===== config.mk =====
export PLATFORM = sky130hd
export DESIGN_NAME = fifo_ctrl_1024x8
export DESIGN_NICKNAME = d
export VERILOG_FILES = /design/src/rtl/fifo_ctrl_1024x8.sv
export SDC_FILE = /design/constraint.sdc
export NUM_CORES = 1
export LEC_CHECK = 0
export CORE_MARGIN = 4
export CORE_UTILIZATION = 50
export CTS_BUF_LIST = sky130_fd_sc_hd__clkbuf_8
export DETAILED_ROUTE_END_ITERATION = 16
export DONT_BUFFER_PORTS = 1
export MAX_ROUTING_LAYER = met4
export SLEW_MARGIN = 20
export SYNTH_ARGS = -nofsm -noshare
export SYNTH_HDL_FRONTEND = slang
export SYNTH_SLANG_ARGS = --single-unit

===== constraint.sdc =====
create_clock -name Clk -period 5.2 [get_ports Clk]
set_input_delay 0.78 -clock Clk [delete_from_list [all_inputs] [get_ports Clk]]
set_output_delay 0.78 -clock Clk [all_outputs]
set_load 0.05 [all_outputs]

===== src/rtl/fifo_ctrl_1024x8.sv =====
// Streaming FIFO controller wrapped around an external 1024x8 RAM with a
// 1-cycle read latency; a 2-entry output buffer keeps one pop per cycle.
module fifo_ctrl_1024x8 #(
  parameter int ADDR_W    = 10,
  parameter int DATA_W    = 8,
  parameter int DEPTH     = 1024,
  parameter int AFULL_TH  = 1016,
  parameter int AEMPTY_TH = 8
) (
  input  logic              Clk,
  input  logic              Rst_n,
  input  logic              Flush,
  input  logic [DATA_W-1:0] In_Data,
  input  logic              In_Valid,
  output logic              In_Ready,
  output logic [DATA_W-1:0] Out_Data,
  output logic              Out_Valid,
  input  logic              Out_Ready,
  output logic [ADDR_W-1:0] WA,
  output logic [DATA_W-1:0] WD,
  output logic              WEN,
  output logic              WClk_En,
  output logic [ADDR_W-1:0] RA,
  output logic              RClk_En,
  input  logic [DATA_W-1:0] RD,
  output logic [ADDR_W:0]   Count,
  output logic              Almost_Full,
  output logic              Almost_Empty
);
  localparam logic [ADDR_W:0] FULL   = (ADDR_W+1)'(DEPTH);
  localparam logic [ADDR_W:0] AF_LVL = (ADDR_W+1)'(AFULL_TH);
  localparam logic [ADDR_W:0] AE_LVL = (ADDR_W+1)'(AEMPTY_TH);

  logic [ADDR_W-1:0] wptr, rptr;
  logic [ADDR_W:0]   mem_cnt, cnt_nxt;
  logic              rd_pend;
  logic [DATA_W-1:0] b0, b1, b0_n, b1_n;
  logic [1:0]        buf_cnt, bc_p, buf_n;
  logic [2:0]        occ;
  logic              live, push, pop, issue;

  assign live  = Rst_n & ~Flush;
  assign push  = In_Valid & In_Ready;
  assign pop   = Out_Valid & Out_Ready;
  // Only issue a read if the word is guaranteed a buffer slot on arrival.
  assign occ   = {1'b0, buf_cnt} + {2'b0, rd_pend} - {2'b0, pop};
  assign issue = (mem_cnt != '0) && (occ < 3'd2);

  assign WEN       = push & live;
  assign WClk_En   = WEN;
  assign WA        = wptr;
  assign WD        = In_Data;
  assign RA        = rptr;
  assign RClk_En   = issue & live;
  assign Out_Valid = (buf_cnt != 2'd0);
  assign Out_Data  = b0;

  assign cnt_nxt      = Count + {{ADDR_W{1'b0}}, push} - {{ADDR_W{1'b0}}, pop};
  assign Almost_Full  = (Count >= AF_LVL);
  assign Almost_Empty = (Count <= AE_LVL);

  // Pop shifts the head out first; a returning read fills the first free slot.
  always_comb begin
    bc_p = buf_cnt - {1'b0, pop};
    b0_n = pop ? b1 : b0;
    b1_n = b1;
    if (rd_pend) begin
      if (bc_p == 2'd0) b0_n = RD;
      else              b1_n = RD;
    end
    buf_n = bc_p + {1'b0, rd_pend};
  end

  always_ff @(posedge Clk) begin
    if (!Rst_n || Flush) begin
      wptr     <= '0;
      rptr     <= '0;
      mem_cnt  <= '0;
      rd_pend  <= 1'b0;
      buf_cnt  <= 2'd0;
      b0       <= '0;
      b1       <= '0;
      Count    <= '0;
      In_Ready <= 1'b1;
    end else begin
      wptr     <= wptr + ADDR_W'(push);
      rptr     <= rptr + ADDR_W'(issue);
      mem_cnt  <= mem_cnt + {{ADDR_W{1'b0}}, push} - {{ADDR_W{1'b0}}, issue};
      rd_pend  <= issue;
      buf_cnt  <= buf_n;
      b0       <= b0_n;
      b1       <= b1_n;
      Count    <= cnt_nxt;
      In_Ready <= (cnt_nxt != FULL);
    end
  end
endmodule

# Word level (Yosys, flattened, before mapping)
# Cells that the tools add are included.
# word_totals
word_cells,40
output_inout_bits,54
reg_bits,62
# op_classes
addsub,10
order_cmp,3
mux,3
n_reduce_logical,7
n_eq_ne,1
n_bitwise,7
# op_table
operator,count
8-bit 2-to-1 mux,3
11-bit by 1-bit adder with 11-bit output,2
11-bit by 1-bit subtractor with 11-bit output,2
10-bit by 1-bit adder with 10-bit output,2
"11-bit by 10-bit greater-or-equal comparator with 1-bit output, second input constant",1
"11-bit by 4-bit <= comparator with 1-bit output, second input constant",1
"11-bit inequality test, second input constant",1
11-bit nonzero test,1
1-bit AND,5
2-bit by 1-bit adder with 3-bit output,1
"3-bit by 2-bit less-than comparator with 1-bit output, second input constant",1
3-bit by 1-bit subtractor with 3-bit output,1
2-bit by 1-bit adder with 2-bit output,1
2-bit logical NOT,1
1-bit inverter,2
2-bit AND reduction,1
2-bit nonzero test,1
2-bit by 1-bit subtractor with 2-bit output,1
1-bit logical AND,1
1-bit logical NOT,1
1-bit logical OR,1

# Logic depth before layout (Yosys ltp)
# Gate-level depths: netlist of run 1.
# logic_depth
ltp_word,6
mapped_depth,18
mapped_depth_nobuf,18

# Least setup slack after synthesis of run 1
# OpenSTA, ideal clock, no wires.
# synth_path
kind,input -> register
from,in Out_Ready
to,reg mem_cnt[10]
arrival_ns,3.760
stages,18
slack_ns,1.312
cell_sequence,nand3b_1 -> o21ai_1 -> nand2_1 -> fa_1 -> xnor2_1 -> nand2_1 -> a41oi_1 -> ha_1 -> inv_1 -> ha_1 -> inv_1 -> fa_1 -> inv_1 -> a21oi_4 -> o21ai_2 -> a221o_1 -> a21oi_1 -> or3b_1
# synth_between
elab_chain_cells,5
# synth_lines
element,line_no,text
"start, declared",18,"input logic Out_Ready,"
1-bit AND,44,assign pop = Out_Valid & Out_Ready;
3-bit by 1-bit subtractor with 3-bit output,46,"assign occ = {1'b0, buf_cnt} + {2'b0, rd_pend} - {2'b0, pop};"
3-bit by 2-bit less-than comparator with 1-bit output,47,assign issue = (mem_cnt != '0) && (occ < 3'd2);
1-bit logical AND,47,
named net issue,40,"logic live, push, pop, issue;"
11-bit by 1-bit subtractor with 11-bit output,88,"mem_cnt <= mem_cnt + {{ADDR_W{1'b0}}, push} - {{ADDR_W{1'b0}}, issue};"
"end signal, assigned",88,
"end, declared",35,"logic [ADDR_W:0] mem_cnt, cnt_nxt;"
# The timed path passes the listed nets, and every way through them passes these cells.
# A chain may end at the register's enable or synchronous reset.

# Worst setup path after layout of run 1
# layout_path
from,reg buf_cnt[1]
to,reg mem_cnt[10]
# layout_between
elab_chain_cells,6
elab_cells_between_ends,7
cone_classes,3 x add/sub; 1 x order compare; 1 x bitwise; 2 x reduce/logical
# layout_lines
element,line_no,text
"start, declared",38,"logic [1:0] buf_cnt, bc_p, buf_n;"
"start signal, assigned",90,buf_cnt <= buf_n;
"parallel branches: the longest is 2 deep, another holds 2-bit by 1-bit adder with 3-bit output",-,
3-bit by 1-bit subtractor with 3-bit output (*),46,
3-bit by 2-bit less-than comparator with 1-bit output (*),47,
1-bit logical AND (*),47,
named net issue,40,
11-bit by 1-bit subtractor with 11-bit output (*),88,
# Mark *: on every way through the listed nets, which the timed path passes.

==> results of run 1 <==
==> state kept, by name, summed over array words and instances (netlist names) <==
register	cells
b1	8
rd_pend	1
WA	10
Out_Data	8
RA	10
mem_cnt	11
buf_cnt	2
Count	11
In_Ready	1
==> power groups by stage <==
stage / clock, W / combinational (W) / sequential (W)
finish: 0.000435 / 0.000899 / 0.000686
detailed placement: 0 / 0.000893 / 0.000700
global route: 0.000470 / 0.00102 / 0.000697
CTS: 0.000450 / 0.000901 / 0.000689
global placement: 0 / 0.000894 / 0.000699
floorplan: 0 / 0.000769 / 0.000680
==> layout by cell type (no fill, tap or decap), drive strengths merged, types with 3 or more instances in the layout <==
cell type,n
nand3,13
fa,3
xor2,19
o211ai,3
o21ai,8
nand2,15
nor2,58
and2,12
nand4,5
dfxtp,62
inv,33
nand3b,3
and3,4
nor2b,7
a21oi,12
clkinvlp,3
nand2b,3
nor4b,3
ha,43
clkbuf,10
xnor2,13
a211oi,10
mux2i,16
==> cells by family (layout without fill, tap and decap cells) <==
family,after synthesis,count (layout),share of synthesized area
flops,62,62,0.351
simple gates,133,133,0.186
fa+ha+maj,46,46,0.169
mux,16,16,0.0453
xor+xnor,32,32,0.0793
compound gates,50,50,0.106
buf+inv,49,50,0.0627
==> final timing paths <==
check	to	slack (ns)	depth (start not counted)
setup reg to reg	mem_cnt[10]	1.36	18
hold reg to reg	b1[6]	0.50	2
hold / removal	b1[6]	0.50	2
setup / recovery	mem_cnt[10]	1.36	18
==> layer usage <==
metal  part of all wire  vias to the layer above
li1                   -                     1298
met4              0.014                        0
met3              0.056                        8
met1               0.45                     1204
met5                  0                        -
met2               0.48                       47
==> area by class of cell <==
cell class | count | area share
Inverter | 32 | 0.0317
Multi-Input combinational cell | 277 | 0.550
Tap cell | 96 | 0.0317
Sequential cell | 62 | 0.328
Timing Repair Buffer | 2 | 0.00397
Clock buffer | 10 | 0.0364
Clock inverter | 6 | 0.0185
==> through the flow <==
| stage | util | total power (W) |
|---|---|---|
| after CTS | 0.554 | 0.00204 |
| after global routing | 0.554 | 0.00219 |
| after detailed placement | 0.524 | 0.00159 |
| final | 0.554 | 0.00202 |
| after global placement | 0.524 | 0.00159 |
| after floorplan | - | 0.00145 |
==> critical path, delay by kind of cell, from the launching register on <==
| kind | cells | cell delay, ns |
|---|---|---|
| fa+ha+maj | 4 | 1.22 |
| buf+inv | 3 | 0.22 |
| flops | 1 | 0.43 |
| xor+xnor | 1 | 0.14 |
| simple gates | 4 | 0.67 |
| compound gates | 6 | 1.03 |
==> flow_metrics.env, run 1 <==
export IMPL_outcome="complete, no violations"
export IMPL_seqPwrFrac=0.340
export IMPL_portBuffers=0
export IMPL_reg2reg_from="buf_cnt[1]"
export IMPL_cts_tree="done"
export IMPL_switching_share=0.428
export IMPL_place_hpwl_mm=5.09
export IMPL_synth_seq_cells=62
export IMPL_place_area_sq_um=3580
export IMPL_pwr_share_comb=0.445
export IMPL_setup_viol=0
export IMPL_final_nets=451
export IMPL_antenna_left=0
export IMPL_cts_setup_buffers=0
export IMPL_hp_start="b1[6]"
export IMPL_gp_congestion=0.793
export IMPL_grt_max_degree=55
export IMPL_fin_crit_ns=3.84
export IMPL_io_pins=75
export IMPL_synthMostInstantiatedCell="dfxtp_1"
export IMPL_multi_input_area_sq_um=2080
export IMPL_timing_final_hold_violations=0
export IMPL_p_int_w=0.00115
export IMPL_cts_root_buf="clkbuf_8"
export IMPL_setup_tns_ns=0
export IMPL_die_w_microns=92.1
export IMPL_cp_max_fo=4
export IMPL_drive_above_1_share=0.0797
export IMPL_place_ws_ns=1.05
export IMPL_floorplan_initialDensity=0.517
export IMPL_use_met2=0.282
export IMPL_synth_edf_count=0
export IMPL_finClkSkew_ns=0.0110
export IMPL_n_fill_cell=660
export IMPL_ys_flop_type="dfxtp_1"
export IMPL_yosys_area_top_type="dfxtp_1"
export IMPL_grt_ovfl_total=0
export IMPL_wl_per_cell_microns=14.2
export IMPL_synth_top_area_frac=0.351
export IMPL_startpoint="buf_cnt[1]"
export IMPL_startpoint_type="flop"
export IMPL_synth_area_sq_um=3530
export IMPL_setup_ws_ns=1.36
export IMPL_slew_headroom=0.295
export IMPL_syn_inst=388
export IMPL_dp_cells=469
export IMPL_power_density_nw_per_um2=534
export IMPL_vias_per_cell=5.27
export IMPL_busiest_layer="met2"
export IMPL_hold_buffers=0
export IMPL_ys_top_cells_by_area="dfxtp_1, ha_1, nor2_1, xor2_1, mux2i_1"
export IMPL_yosysWarnings=0
export IMPL_wl_mm=6.87
export IMPL_met3_usage=0.0591
export IMPL_die_height_microns=92.1
export IMPL_maxCapViolCount=0
export IMPL_htree_levels=3
export IMPL_register_area_sq_um=1240
export IMPL_dieArea_sq_um=8480
export IMPL_synthDistinctLibCells=50
export IMPL_firstDrtPassIters=4
export IMPL_clkPwrFrac=0.215
export IMPL_syn_nets=455
export IMPL_drc=0
export IMPL_final_cells=485
export IMPL_worstSetupEndpointType="flop"
export IMPL_drt_initial_drc_count=72
export IMPL_slowest_delay_ns=0.43
export IMPL_stdcell_area_sq_um=3780
export IMPL_rsz0062_at_grt="no"
export IMPL_design_core_area_sq_um=6830
export IMPL_grtUsageMet1=0.208
export IMPL_yosysSeqAreaShare=0.351
export IMPL_cts_max_path_buffers=2
export IMPL_num_rows=30
export IMPL_finalMaxSlewViolations=0
export IMPL_async_flop_share=0
export IMPL_max_freq_mhz=261
export IMPL_crit_required_ns=5.42
export IMPL_worst_pin_slew_ns=1.06
export IMPL_crit_chain="nand3b_1 -> o21ai_1 -> nand2_1 -> fa_1 -> xnor2_1 -> nand2_1 -> a41oi_1 -> ha_1 -> inv_1 -> ha_1 -> inv_1 -> fa_1 -> inv_1 -> a21oi_4 -> o21ai_2 -> a221o_1 -> a21oi_1 -> or3b_1"
export IMPL_vias=2557
export IMPL_grt_usage=0.177
export IMPL_p_switching_w=0.000865
export IMPL_area_growth_syn_to_layout_pct=7.12
export IMPL_hold_ws_ns=0.500
export IMPL_cts_clk_slew_worst_paths_ns=0.07
export IMPL_numCtsBuffers=9
export IMPL_postSynthAreaPerCell_sq_um=9.11
export IMPL_grt_pass1_vias=2541
export IMPL_hold_class="reg -> reg"
export IMPL_clk_insertion_delay_late_ns=0.33
export IMPL_path_common_cell="inv_1"
export IMPL_grt_pass1_wl_mm=11.7
export IMPL_vdd_ir_drop_max_mv=0.295
export IMPL_cts_sinks=62
export IMPL_p_leak_nw=1.64
export IMPL_antenna_found_initial=0
export IMPL_ctsResizeCount=0
export IMPL_yosys_top_cells_count="dfxtp_1, nor2_1, ha_1, inv_1, xor2_1"
export IMPL_finalCritPeriodShare=0.738
export IMPL_insertedDiodeCount=0
export IMPL_slowest_stage="dfxtp_1"
export IMPL_worstPathArrival_ns=4.06
export IMPL_critPathKind="reg -> reg"
No activity file was read; power rests on OpenSTA's default activity.
==> run 2: changes to the inputs <==
PLACE_DENSITY = 0.68   (was not set)
clock period = 3.3 ns   (was 5.2 ns; I/O delays follow)
==> run 2 against run 1 <==
The flow now finishes with violations (setup timing). First-iteration DRC count grew 64%. Non-clock buffer count grew 27. Clock skew grew 0.0020 ns. Final cell count up 5.6%. Clock power up 59%. Sequential cell count unchanged. Register-to-register slack got worse by 1.4 ns. Combinational power increased by 98%. Power rose by 73%. Via count increased by 4.1%. Worst setup slack worse by 1.4 ns. Critical path type unchanged. Largest power group unchanged.
==> flow_metrics.env, run 2 (synthesis gave the netlist of run 1 again) <==
export IMPL_hold_buffers=0
export IMPL_htree_levels=3
export IMPL_num_rows=30
export IMPL_layout_common_cells="dfxtp_1, nor2_1, ha_1"
export IMPL_cp_max_fo=3
export IMPL_grt_max_degree=32
export IMPL_antenna_found_initial=0
export IMPL_grt_ovfl_total=0
export IMPL_power_density_nw_per_um2=861
export IMPL_portBuffers=0
export IMPL_cts_max_path_buffers=2
export IMPL_mostFrequentLayoutCell="dfxtp_1"
export IMPL_io_pins=75
export IMPL_register_area_sq_um=1240
export IMPL_worst_pin_slew_ns=0.735
export IMPL_crit_required_ns=3.52
export IMPL_dieArea_sq_um=8480
export IMPL_cts_root_buf="clkbuf_8"
export IMPL_wl_mm=7.31
export IMPL_path_common_cell="inv_2"
export IMPL_slowest_delay_ns=0.55
export IMPL_fin_crit_ns=3.38
export IMPL_busiest_layer="met2"
export IMPL_reg2reg_from="buf_cnt[0]"
export IMPL_pwr_share_comb=0.509
export IMPL_setup_ws_ns=-0.0813
export IMPL_final_nets=478
export IMPL_finalCritPeriodShare=1.02
export IMPL_firstDrtPassIters=4
export IMPL_r2r_end="mem_cnt[10]"
export IMPL_grtUsageMet1=0.211
export IMPL_clk_insertion_delay_late_ns=0.34
export IMPL_startpoint_type="flop"
export IMPL_insertedDiodeCount=0
export IMPL_antenna_left=0
export IMPL_worstSetupEndpointType="flop"
export IMPL_max_freq_mhz=296
export IMPL_multi_input_area_sq_um=2140
export IMPL_violations="setup timing"
export IMPL_clkPwrFrac=0.198
export IMPL_outcome="complete, but fails checks"
export IMPL_vdd_ir_drop_max_mv=0.415
export IMPL_finalMaxSlewViolations=0
export IMPL_slowest_stage="fa_2"
export IMPL_critPathKind="reg -> reg"
export IMPL_numCtsBuffers=9
export IMPL_gp_congestion=0.835
export IMPL_seqPwrFrac=0.293
export IMPL_vias=2663
export IMPL_setup_viol=2
export IMPL_drt_initial_drc_count=118
export IMPL_worstPathArrival_ns=3.60
export IMPL_n_fill_cell=603
export IMPL_setup_tns_ns=-0.156
export IMPL_rsz0062_at_grt="yes"
export IMPL_top_regs="Count x11, mem_cnt x11"
export IMPL_cts_clk_slew_worst_paths_ns=0.07
export IMPL_place_hpwl_mm=5.26
export IMPL_place_ws_ns=-0.219
export IMPL_slew_headroom=0.509
export IMPL_p_int_w=0.00203
export IMPL_cts_tree="done"
export IMPL_die_w_microns=92.1
export IMPL_reg2reg_slack_ns=-0.08
export IMPL_cts_sinks=62
export IMPL_timing_final_hold_violations=0
export IMPL_hp_start="RD[2]"
export IMPL_p_switching_w=0.00145
export IMPL_grt_usage=0.183
export IMPL_hold_depth=2
export IMPL_maxCapViolCount=0
export IMPL_design_core_area_sq_um=6830
export IMPL_drc=0
export IMPL_reg2reg_depth=17
export IMPL_crit_chain="nand3b_1 -> o21ai_2 -> nand2_2 -> fa_2 -> nand2_1 -> a41oi_2 -> ha_1 -> inv_2 -> ha_4 -> inv_2 -> fa_2 -> inv_2 -> a21oi_4 -> o21ai_2 -> a221o_1 -> a21oi_1 -> or3b_1"
export IMPL_p_leak_nw=1.78
export IMPL_vias_per_cell=5.20
export IMPL_switching_share=0.417
export IMPL_hold_end="b1[2]"
export IMPL_met3_usage=0.0402
export IMPL_grt_pass1_vias=2737
export IMPL_finClkSkew_ns=0.0130
export IMPL_grt_pass1_wl_mm=12.3
export IMPL_use_met2=0.306
export IMPL_hold_class="in -> reg"
export IMPL_drive_above_1_share=0.178
export IMPL_wl_per_cell_microns=14.3
export IMPL_die_height_microns=92.1
export IMPL_floorplan_initialDensity=0.517
export IMPL_area_growth_syn_to_layout_pct=14.7
-- run 2: cell count changes in the layout (fill, tap and decap cells not counted), moves of 2 or more --
cell	delta
buf_4	+27
clkinv_4	+2
fa_1	-2
fa_2	+2
ha_1	-2
inv_1	-3
inv_2	+3
-- run 2: final cells by class --
cell class                 count  share of cell area
inverter                      32              0.0296
clock buffer                  10              0.0340
tap                           96              0.0296
sequential                    62               0.307
multi-input combinational    277               0.529
clock inverter                 6              0.0176
timing repair buffer          29              0.0537
-- run 2: timing repair --
action,CTS,global route
pin swaps,6,7
setup buffers,6,2
resized for setup,6,9
endpoints found under the setup margin,2,9
-- run 2: critical path, delay by kind of cell, from the launching register on --
kind / cells / cell delay [ns]
flops: 1 / 0.32
buf+inv: 3 / 0.19
simple gates: 4 / 0.71
fa+ha+maj: 4 / 1.29
compound gates: 6 / 0.74
-- run 2: worst max path at each step --
stage	start	endpoint	slack [ns]	cells past startpoint
2_1_floorplan	Out_Ready	mem_cnt[10]	-0.10	18
3_3_place_gp	Out_Ready	mem_cnt[10]	-0.04	18
3_5_place_dp	Out_Ready	mem_cnt[10]	-0.22	18
4_1_cts	buf_cnt[0]	mem_cnt[10]	-0.08	17
5_1_grt	buf_cnt[0]	mem_cnt[10]	-0.27	18
6_report	buf_cnt[0]	mem_cnt[10]	-0.08	17
-- run 2: power groups by stage --
stage	clock network, W	logic [W]	registers, W
after global placement	0	0.00161	0.00103
final	0.000691	0.00178	0.00102
after CTS	0.000710	0.00173	0.00102
after global routing	0.000738	0.00199	0.00103
after detailed placement	0	0.00162	0.00103
after floorplan	0	0.00123	0.00107
-- run 2: through the flow --
| step | util | std cells | hold WS, ns | instance area [sq um] | total power, W |
|---|---|---|---|---|---|
| 6_report | 0.593 | 512 | 0.307 | 4050 | 0.00349 |
| 2_1_floorplan | - | 388 | 0.463 | 3550 | 0.00230 |
| 3_5_place_dp | 0.547 | 488 | 0.491 | 3730 | 0.00266 |
| 3_3_place_gp | 0.547 | 488 | 0.474 | 3730 | 0.00264 |
| 5_1_grt | 0.593 | 512 | 0.301 | 4050 | 0.00376 |
| 4_1_cts | 0.586 | 510 | 0.295 | 4000 | 0.00346 |
-- run 2: per-layer routing --
layer | vias up | part of all wire
li1 | 1351 | -
met1 | 1243 | 0.44
met3 | 13 | 0.053
met5 | - | 0
met2 | 56 | 0.49
met4 | 0 | 0.018
==> run 3: changes to the inputs <==
--- a/config.mk
+++ b/config.mk
@@ -13,3 +13,3 @@
 export MAX_ROUTING_LAYER = met4
-export PLACE_DENSITY = 0.68
+export PLACE_DENSITY = 0.67
 export SLEW_MARGIN = 20
==> constraint.sdc (replaced) <==
create_clock -name Clk -period 3.3 [get_ports Clk]
set_input_delay 0.66 -clock Clk [delete_from_list [all_inputs] [get_ports Clk]]
set_output_delay 0.66 -clock Clk [all_outputs]
set_load 0.05 [all_outputs]
==> run 3 against run 2 <==
The run now ends clean. Count of clock-buffer cells in the layout grew 1. Core utilization shrank 1.2 points. Final area shrank 2.0%. Via count shrank 2.7%. Sequential power is essentially flat. First-iteration DRC count shrank 42%. Register-to-register slack gained 0.12 ns. Critical path type unchanged. Largest power group unchanged.
==> flow_metrics.env, run 3 (synthesis gave the netlist of run 1 again) <==
export IMPL_outcome="complete, no violations"
export IMPL_grt_usage=0.174
export IMPL_cp_max_fo=3
export IMPL_antenna_left=0
export IMPL_num_rows=30
export IMPL_worstSetupEndpointType="flop"
export IMPL_die_height_microns=92.1
export IMPL_grt_pass1_wl_mm=11.9
export IMPL_p_int_w=0.00190
export IMPL_grt_max_degree=40
export IMPL_crit_required_ns=3.50
export IMPL_floorplan_initialDensity=0.517
export IMPL_finalMaxSlewViolations=0
export IMPL_finClkSkew_ns=0.00981
export IMPL_cts_tree="done"
export IMPL_startpoint_type="flop"
export IMPL_seqPwrFrac=0.312
export IMPL_worst_pin_slew_ns=0.723
export IMPL_rsz0062_at_grt="yes"
export IMPL_hold_depth=2
export IMPL_drc=0
export IMPL_r2r_end="mem_cnt[10]"
export IMPL_firstDrtPassIters=4
export IMPL_final_nets=475
export IMPL_drt_initial_drc_count=68
export IMPL_area_growth_syn_to_layout_pct=12.4
export IMPL_htree_levels=3
export IMPL_critPathKind="reg -> reg"
export IMPL_hold_class="in -> reg"
export IMPL_worstPathArrival_ns=3.46
export IMPL_wl_mm=6.93
export IMPL_io_pins=75
export IMPL_p_leak_nw=1.76
export IMPL_clk_insertion_delay_late_ns=0.33
export IMPL_max_freq_mhz=307
export IMPL_n_fill_cell=628
export IMPL_place_hpwl_mm=5.30
export IMPL_hold_buffers=0
export IMPL_switching_share=0.421
export IMPL_gp_congestion=0.833
export IMPL_layout_common_cells="dfxtp_1, nor2_1, ha_1"
export IMPL_drive_above_1_share=0.155
export IMPL_vdd_ir_drop_max_mv=0.446
export IMPL_numCtsBuffers=9
export IMPL_top_regs="Count x11, mem_cnt x11"
export IMPL_hp_start="RD[1]"
export IMPL_setup_viol=0
export IMPL_reg2reg_slack_ns=0.04
export IMPL_design_core_area_sq_um=6830
export IMPL_antenna_found_initial=0
export IMPL_clkPwrFrac=0.180
export IMPL_wl_per_cell_microns=13.6
export IMPL_mostFrequentLayoutCell="dfxtp_1"
export IMPL_grt_pass1_vias=2644
export IMPL_hold_end="b1[1]"
export IMPL_final_cells=508
export IMPL_timing_final_hold_violations=0
export IMPL_cts_sinks=62
export IMPL_grt_ovfl_total=0
export IMPL_cts_root_buf="clkbuf_8"
export IMPL_dieArea_sq_um=8480
export IMPL_fin_crit_ns=3.26
export IMPL_pwr_share_comb=0.509
export IMPL_cts_clk_slew_worst_paths_ns=0.07
export IMPL_maxCapViolCount=0
export IMPL_cts_max_path_buffers=2
export IMPL_reg2reg_depth=17
export IMPL_die_w_microns=92.1
export IMPL_insertedDiodeCount=0
export IMPL_finalCritPeriodShare=0.988
export IMPL_p_switching_w=0.00138
export IMPL_portBuffers=0
export IMPL_setup_tns_ns=0
export IMPL_vias=2591
export IMPL_vias_per_cell=5.10
export IMPL_reg2reg_from="buf_cnt[0]"
export IMPL_power_density_nw_per_um2=824
export IMPL_dp_cells=490
export IMPL_slew_headroom=0.518
==> run 3: timing repair <==
item	in CTS	in global routing
endpoints found under the setup margin	1	2
buffers inserted	2	1
resized for setup	0	5
pin swaps	1	1
endpoints found under the hold margin	0	0
==> run 3: worst max-delay path by stage <==
stage / from / to / slack [ns] / cells past startpoint
final: buf_cnt[0] / mem_cnt[10] / 0.04 / 17
after global routing: buf_cnt[0] / mem_cnt[10] / -0.17 / 17
after CTS: buf_cnt[0] / mem_cnt[10] / 0.01 / 17
after detailed placement: Out_Ready / mem_cnt[10] / -0.30 / 17
after global placement: Out_Ready / mem_cnt[10] / -0.19 / 17
after floorplan: Out_Ready / mem_cnt[10] / -0.26 / 17
==> run 3: power groups by stage <==
stage          combinational [W]  sequential, W  clock (W)
2_1_floorplan            0.00124        0.00107          0
3_3_place_gp             0.00161        0.00104          0
3_5_place_dp             0.00164        0.00104          0
4_1_cts                  0.00167        0.00102   0.000608
5_1_grt                  0.00186        0.00103   0.000634
6_report                 0.00166        0.00102   0.000588
==> run 3: worst max-delay path, stage by stage, from the launching register on <==
cell      delay [ns]
dfxtp_2         0.32
nand3b_1        0.17
o21ai_2         0.08
nand2_1         0.09
fa_2            0.54
nand2_2         0.05
a41oi_2         0.17
ha_1            0.25
inv_1           0.06
ha_2            0.18
inv_2           0.04
fa_2            0.34
inv_2           0.08
a21oi_4         0.05
o21ai_2         0.13
a221o_1         0.19
a21oi_1         0.07
or3b_1          0.34
==> run 3: metal layers <==
layer  vias to the layer above  track usage  wire length, microns
met5                         -            -                     0
met4                         0       0.0520                    67
met3                         8       0.0517                   373
met2                        51        0.297                  3460
met1                      1191        0.198                  3030
li1                       1341            -                     -
==> run 3: area by class of cell <==
class                      instances  area [sq um]  area share
multi-input combinational        277          2120       0.533
sequential                        62          1240       0.313
timing repair buffer              26           195      0.0492
clock buffer                      11           151      0.0381
inverter                          32           120      0.0303
tap                               96           120      0.0303
clock inverter                     4          23.8     0.00599
==> run 3: through the flow <==
step                total power, W  instance area [sq um]  hold WS, ns  setup WS, ns  utilization
finish                     0.00327                   3970        0.483        0.0390        0.581
global route               0.00353                   3970        0.485        -0.170        0.581
CTS                        0.00330                   3950        0.468        0.0124        0.578
global placement           0.00265                   3760        0.475        -0.190        0.550
detailed placement         0.00268                   3760        0.486        -0.305        0.550
floorplan                  0.00232                   3560        0.463        -0.261            -
